$ cat src/rtl/mem_arb_pkg.sv
// Shared types and constants for the instruction/data memory arbiter.
package mem_arb_pkg;

    typedef enum logic [1:0] {
        IDLE = 2'd0,
        CMD  = 2'd1,
        WAIT = 2'd2,
        DONE = 2'd3
    } arb_state_e;

    typedef enum logic {
        GNT_I = 1'b0,
        GNT_D = 1'b1
    } grant_e;

    localparam int TIMEOUT_DEFAULT = 31;

endpackage

$ cat src/rtl/sat_counter.sv
// 16-bit counter that sticks at 0xFFFF instead of wrapping.
module sat_counter (
    input  logic        clk,
    input  logic        rst,
    input  logic        inc_i,
    output logic [15:0] count_o
);

    logic [15:0] count_q, count_d;

    always_comb begin
        count_d = count_q;
        if (inc_i && (count_q != 16'hFFFF)) begin
            count_d = count_q + 16'd1;
        end
    end

    always_ff @(posedge clk) begin
        if (rst) begin
            count_q <= '0;
        end else begin
            count_q <= count_d;
        end
    end

    assign count_o = count_q;

endmodule

$ cat src/rtl/mem_arbiter.sv
// Arbitrates one shared memory port between instruction fetch and data access,
// alternating grants on contention and bounding each access with a timeout.
module mem_arbiter
    import mem_arb_pkg::*;
#(
    parameter int TIMEOUT = TIMEOUT_DEFAULT
) (
    input  logic        clk,
    input  logic        rst,
    input  logic        i_req,
    input  logic [15:0] i_addr,
    output logic [15:0] i_data,
    output logic        i_done,
    output logic        i_stall,
    input  logic        d_rd,
    input  logic        d_wr,
    input  logic [15:0] d_addr,
    input  logic [15:0] d_wdata,
    output logic [15:0] d_rdata,
    output logic        d_done,
    output logic        d_stall,
    output logic        mem_rd,
    output logic        mem_wr,
    output logic [15:0] mem_addr,
    output logic [15:0] mem_wdata,
    input  logic [15:0] mem_rdata,
    input  logic        mem_done,
    output logic        err,
    output logic [15:0] i_grant_cnt,
    output logic [15:0] d_grant_cnt
);

    localparam logic [7:0] WAIT_LAST = 8'(TIMEOUT - 1);

    arb_state_e  state_q, state_d;
    grant_e      gnt_q, gnt_d;
    grant_e      last_q, last_d;
    logic        isWr_q, isWr_d;
    logic [15:0] addr_q, addr_d;
    logic [15:0] wdata_q, wdata_d;
    logic [15:0] iData_q, iData_d;
    logic [15:0] dData_q, dData_d;
    logic [7:0]  waitCnt_q, waitCnt_d;
    logic        err_q, err_d;
    logic        iGrant, dGrant;
    logic        dIllegal, dElig;

    assign dIllegal = d_rd & d_wr;
    assign dElig    = d_rd ^ d_wr;

    always_comb begin
        state_d   = state_q;
        gnt_d     = gnt_q;
        last_d    = last_q;
        isWr_d    = isWr_q;
        addr_d    = addr_q;
        wdata_d   = wdata_q;
        iData_d   = iData_q;
        dData_d   = dData_q;
        waitCnt_d = waitCnt_q;
        err_d     = err_q;
        iGrant    = 1'b0;
        dGrant    = 1'b0;

        case (state_q)
            IDLE: begin
                if (dIllegal) begin
                    err_d = 1'b1;
                end
                // On contention the side that did not win last time goes first.
                if (i_req && dElig) begin
                    dGrant = (last_q != GNT_D);
                    iGrant = (last_q == GNT_D);
                end else begin
                    dGrant = dElig;
                    iGrant = i_req;
                end
                if (dGrant) begin
                    gnt_d   = GNT_D;
                    last_d  = GNT_D;
                    isWr_d  = d_wr;
                    addr_d  = d_addr;
                    wdata_d = d_wdata;
                    state_d = CMD;
                end else if (iGrant) begin
                    gnt_d   = GNT_I;
                    last_d  = GNT_I;
                    isWr_d  = 1'b0;
                    addr_d  = i_addr;
                    wdata_d = '0;
                    state_d = CMD;
                end
            end
            CMD: begin
                waitCnt_d = '0;
                state_d   = WAIT;
            end
            WAIT: begin
                if (mem_done) begin
                    if (!isWr_q && gnt_q == GNT_I) iData_d = mem_rdata;
                    if (!isWr_q && gnt_q == GNT_D) dData_d = mem_rdata;
                    state_d = DONE;
                end else if (waitCnt_q == WAIT_LAST) begin
                    if (!isWr_q && gnt_q == GNT_I) iData_d = '0;
                    if (!isWr_q && gnt_q == GNT_D) dData_d = '0;
                    err_d   = 1'b1;
                    state_d = DONE;
                end else begin
                    waitCnt_d = waitCnt_q + 8'd1;
                end
            end
            DONE: begin
                state_d = IDLE;
            end
            default: begin
                state_d = IDLE;
            end
        endcase
    end

    always_ff @(posedge clk) begin
        if (rst) begin
            state_q   <= IDLE;
            gnt_q     <= GNT_I;
            last_q    <= GNT_I;
            isWr_q    <= 1'b0;
            addr_q    <= '0;
            wdata_q   <= '0;
            iData_q   <= '0;
            dData_q   <= '0;
            waitCnt_q <= '0;
            err_q     <= 1'b0;
        end else begin
            state_q   <= state_d;
            gnt_q     <= gnt_d;
            last_q    <= last_d;
            isWr_q    <= isWr_d;
            addr_q    <= addr_d;
            wdata_q   <= wdata_d;
            iData_q   <= iData_d;
            dData_q   <= dData_d;
            waitCnt_q <= waitCnt_d;
            err_q     <= err_d;
        end
    end

    sat_counter u_iGrantCnt (
        .clk     (clk),
        .rst     (rst),
        .inc_i   (iGrant),
        .count_o (i_grant_cnt)
    );

    sat_counter u_dGrantCnt (
        .clk     (clk),
        .rst     (rst),
        .inc_i   (dGrant),
        .count_o (d_grant_cnt)
    );

    assign mem_rd    = (state_q == CMD) & ~isWr_q;
    assign mem_wr    = (state_q == CMD) & isWr_q;
    assign mem_addr  = addr_q;
    assign mem_wdata = wdata_q;
    assign i_done    = (state_q == DONE) & (gnt_q == GNT_I);
    assign d_done    = (state_q == DONE) & (gnt_q == GNT_D);
    assign i_stall   = i_req & ~i_done;
    assign d_stall   = (d_rd | d_wr) & ~d_done;
    assign i_data    = iData_q;
    assign d_rdata   = dData_q;
    assign err       = err_q;

endmodule

$ cat config.mk
export PLATFORM = sky130hd
export DESIGN_NAME = mem_arbiter
export DESIGN_NICKNAME = d
export VERILOG_FILES = /design/src/rtl/mem_arb_pkg.sv /design/src/rtl/sat_counter.sv /design/src/rtl/mem_arbiter.sv
export SDC_FILE = /design/constraint.sdc
export NUM_CORES = 1
export LEC_CHECK = 0
export BUFFER_PORTS_ARGS = -buffer_cell sky130_fd_sc_hd__buf_2
export CAP_MARGIN = 20
export CORE_MARGIN = 4
export CORE_UTILIZATION = 47
export CTS_BUF_LIST = sky130_fd_sc_hd__clkbuf_2 sky130_fd_sc_hd__clkbuf_4 sky130_fd_sc_hd__clkbuf_8
export DETAILED_ROUTE_END_ITERATION = 8
export GPL_TIMING_DRIVEN = 1
export PLACE_DENSITY = 0.83
export SLEW_MARGIN = 20
export SYNTH_ARGS = -nofsm -noshare
export SYNTH_HDL_FRONTEND = slang
export SYNTH_SLANG_ARGS = --single-unit
$ cat constraint.sdc
create_clock -name clk -period 2.2 [get_ports clk]
set_clock_uncertainty 0.05 [all_clocks]
set_input_delay 0.44 -clock clk [delete_from_list [all_inputs] [get_ports clk]]
set_output_delay 0.44 -clock clk [all_outputs]
set_load 0.05 [all_outputs]
==> summary.md <==
| Metric | Value |
|---|---|
| Root Driver | clkbuf_8 |
| Vias in the first global route | 5039 |
| Final min period | 2.10 ns |
| Synth Warn # | 0 |
| Filler cells | 910 |
| Synth cell types | between 40 and 50 |
| Power Density | ~940 nW/um^2 |
| Antenna viol nets, final | 0 |
| CP startpoint | state_q[0]$_SDFFE_PP0P_ |
| Wirelength per Cell | 15.4 um |
| Bufs on Longest Clock Path | 2 |
| Top-area cell type share of the netlist area | a little over two fifths |
| Critical Path Sink Type | flip-flop |
| DR vias | about 5200 |
| N_diodes | 0 |
| Final setup vio count | 0 |
| Clock Latency Late Sink | 0.38 ns |
| Slew @ Worst Pin | approximately 0.6 ns |
| Core Area | approximately 10000 sq um |
| Area of the mapped netlist | between 5000 and 6000 sq um |
| GPL Wtd Cong | around 0.85 |
| Final Util | 61.7% |
| Top post-synthesis cells by area | dfxtp_1 43%, a21oi_1 5.6%, nand3_1 4.7% |
| Met2 Use GR | around 38% |
| Synth Flop Type | dfxtp_1 |
| Critical path peak fanout | 9 |
| CTS tree | yes |
| Fmax | between 0.4 and 0.5 GHz |
| Num ports | ~170 |
| First-pass GRT wire length | 23.1 mm |
| Count leader, synth | dfxtp_1 |
| Die height | ~110 um |
| Initial core utilization | between 40 and 50% |
| Syn Inst Count | 596 |
| Vias per cell | 5.75 |
| Slew margin rel. | about three fifths |
| Min-delay src | d_wdata[15] |
| Final #Nets | 847 |
| Max-Cap Viols | 0 |
| Number of buffers created by CTS | 9 |
| RSZ-0062 raised after global routing | false |
| Residual DRC count | 0 |
| Final wirelength | 13.9 mm |
| Worst path required time | around 2.5 ns |
| Row count | 37 |
| I/O Buffers | approximately 170 |
| Drt first-iter violations | 556 |
| Synth async-reset ratio | 0% |
| CP Data Arrival Time | around 2.4 ns |
| GR met1 Demand/Resource | 26.1% |
| GR peak layer | met2 |
| Worst Hold Class | input port to flip-flop |
| Layout cell share with drive strength beyond 1 | 30.3% |
| Met3 GRT Util | 5.33% |
| Period utilization | 95.5% |
| Slew Viols, Final | 0 |
| Tot Pwr | between 6 and 7 mW |
| Synth Area per Inst | between 8 and 9 sq um |
| GRT Residual Overflow | 0 |
| Area leader, netlist | dfxtp_1 |
| # clock sinks | roughly 110 |
| Hold Fails Final Rpt | 0 |
| Initial antenna violation count | 0 |
| Crit Path Class | flip-flop to flip-flop |
| Die X | between 100 and 150 um |
| Depth of the CTS H-tree | 3 |
| RR Startpoint | state_q[0]$_SDFFE_PP0P_ |
| Synth top cells by count | 109 x dfxtp_1, 58 x nor2_1, 56 x a21oi_1 |
| Setup crit start kind | flip-flop |
| Number of synthesized flops with an enable pin | 0 |
| P_leak | between 2 and 3 nW |
| Detailed Routing Iterations Pass 1 | 5 |
| Die area | roughly 12000 sq um |
| Yosys reg bits | between 100 and 150 |
| Post-DP HPWL | roughly 10 mm |
| Total setup buffers inserted after CTS | 0 |
| Seq/Total Area, Yosys | between 40 and 50% |
| Synth Net Count | ~680 |
| Largest net degree at the start of global routing | just under 60 |
| Worst VDD drop | 732 uV |
| Gr usage total | around 22% |
| Clock slew at reported path FFs | around 0.12 ns |
| P&R area growth vs syn | 27.5% |
| Status | finished, final reports clean |
## area by class of cell
cell class	instances	area [sq um]	area share, %
clock buffers	9	124	1.94
inverters	13	48.8	0.763
multi-input cells	431	2660	41.6
flip-flops and latches	109	2180	34.1
well taps	136	170	2.66
repair buffers	203	1130	17.7
clock inverters	7	78.8	1.23
## critical path, cell delays in order (launching register included)
cell,delay (ns)
dfxtp_1,0.36
inv_1,0.13
ha_4,0.19
nand2_4,0.05
or4_4,0.58
or4_1,0.53
a21oi_1,0.15
## timing repair
action	4_1_cts	5_1_grt
endpoints found under the setup margin	1	5
hold buffers	0	0
gates resized for setup	1	2
## cell families (layout without fill, tap and decap cells)
| logic type | count (synthesis) | count (layout) | share of synthesized area [%] |
|---|---|---|---|
| fa+ha+maj | 10 | 10 | 2.49 |
| mux | 24 | 24 | 4.94 |
| buf+inv | 56 | 232 | 4.64 |
| simple gates | 227 | 227 | 23.7 |
| compound gates | 170 | 170 | 20.8 |
| flops | 109 | 109 | 43.5 |
## worst paths after layout
check | cells after the start | endpoint | slack [ns]
setup / recovery | 6 | u_dGrantCnt.count_o[7]$_SDFFE_PP0P_ | 0.1
hold / removal | 3 | mem_wdata[15]$_SDFFE_PP0P_ | 0.25
setup reg to reg | 6 | u_dGrantCnt.count_o[7]$_SDFFE_PP0P_ | 0.1
hold reg to reg | 2 | i_data[7]$_SDFFE_PP0P_ | 0.43
## per-stage QoR
stage	std cells	TNS, ns	cell area [sq um]	worst slack (ns)	hold WS [ns]
floorplan	596	0	5040	0.00276	0.432
global placement	892	-0.0655	6170	-0.0411	0.405
detailed placement	892	-0.293	6170	-0.129	0.412
global route	908	0	6400	0.00313	0.245
finish	908	0	6400	0.0981	0.248
CTS	908	0	6380	0.0520	0.238
## layout by cell type, fill, tap and decap left out, types with 6 or more instances in the layout
cell type	instances
dfxtp_1	109
a211oi_1	21
a22oi_1	18
nand3_1	47
o21ai_0	39
nand2_1	24
nor4_1	9
nor2_1	58
o31ai_1	11
or3_1	6
buf_2	171
nand4_1	10
a21oi_1	56
or4_1	12
a31oi_1	9
inv_1	13
nor3_1	16
and3_1	7
buf_4	29
nand2b_1	8
clkbuf_8	9
and2_1	7
ha_1	8
nor2b_1	9
mux2i_1	18
## where the power goes
group / total (mW) / switching, mW / internal [mW]
clock network: 1.22 / 0.769 / 0.454
logic: 2.45 / 1.71 / 0.743
registers: 2.37 / 0.153 / 2.22
total: 6.05 / 2.63 / 3.41
## state kept, by name, indices dropped and copies added (netlist names)
register / cells
u_iGrantCnt.count_o: 16
err: 1
isWr_q: 1
last_q: 1
mem_addr: 16
u_dGrantCnt.count_o: 16
state_q: 2
d_rdata: 16
i_data: 16
waitCnt_q: 8
mem_wdata: 16
## metal layers
metal,share of wire (%),up-vias
met5,0,-
met2,50,205
met4,1.5,0
met3,7.1,20
met1,42,2455
li1,-,2543
No activity file was read; power rests on OpenSTA's default activity.
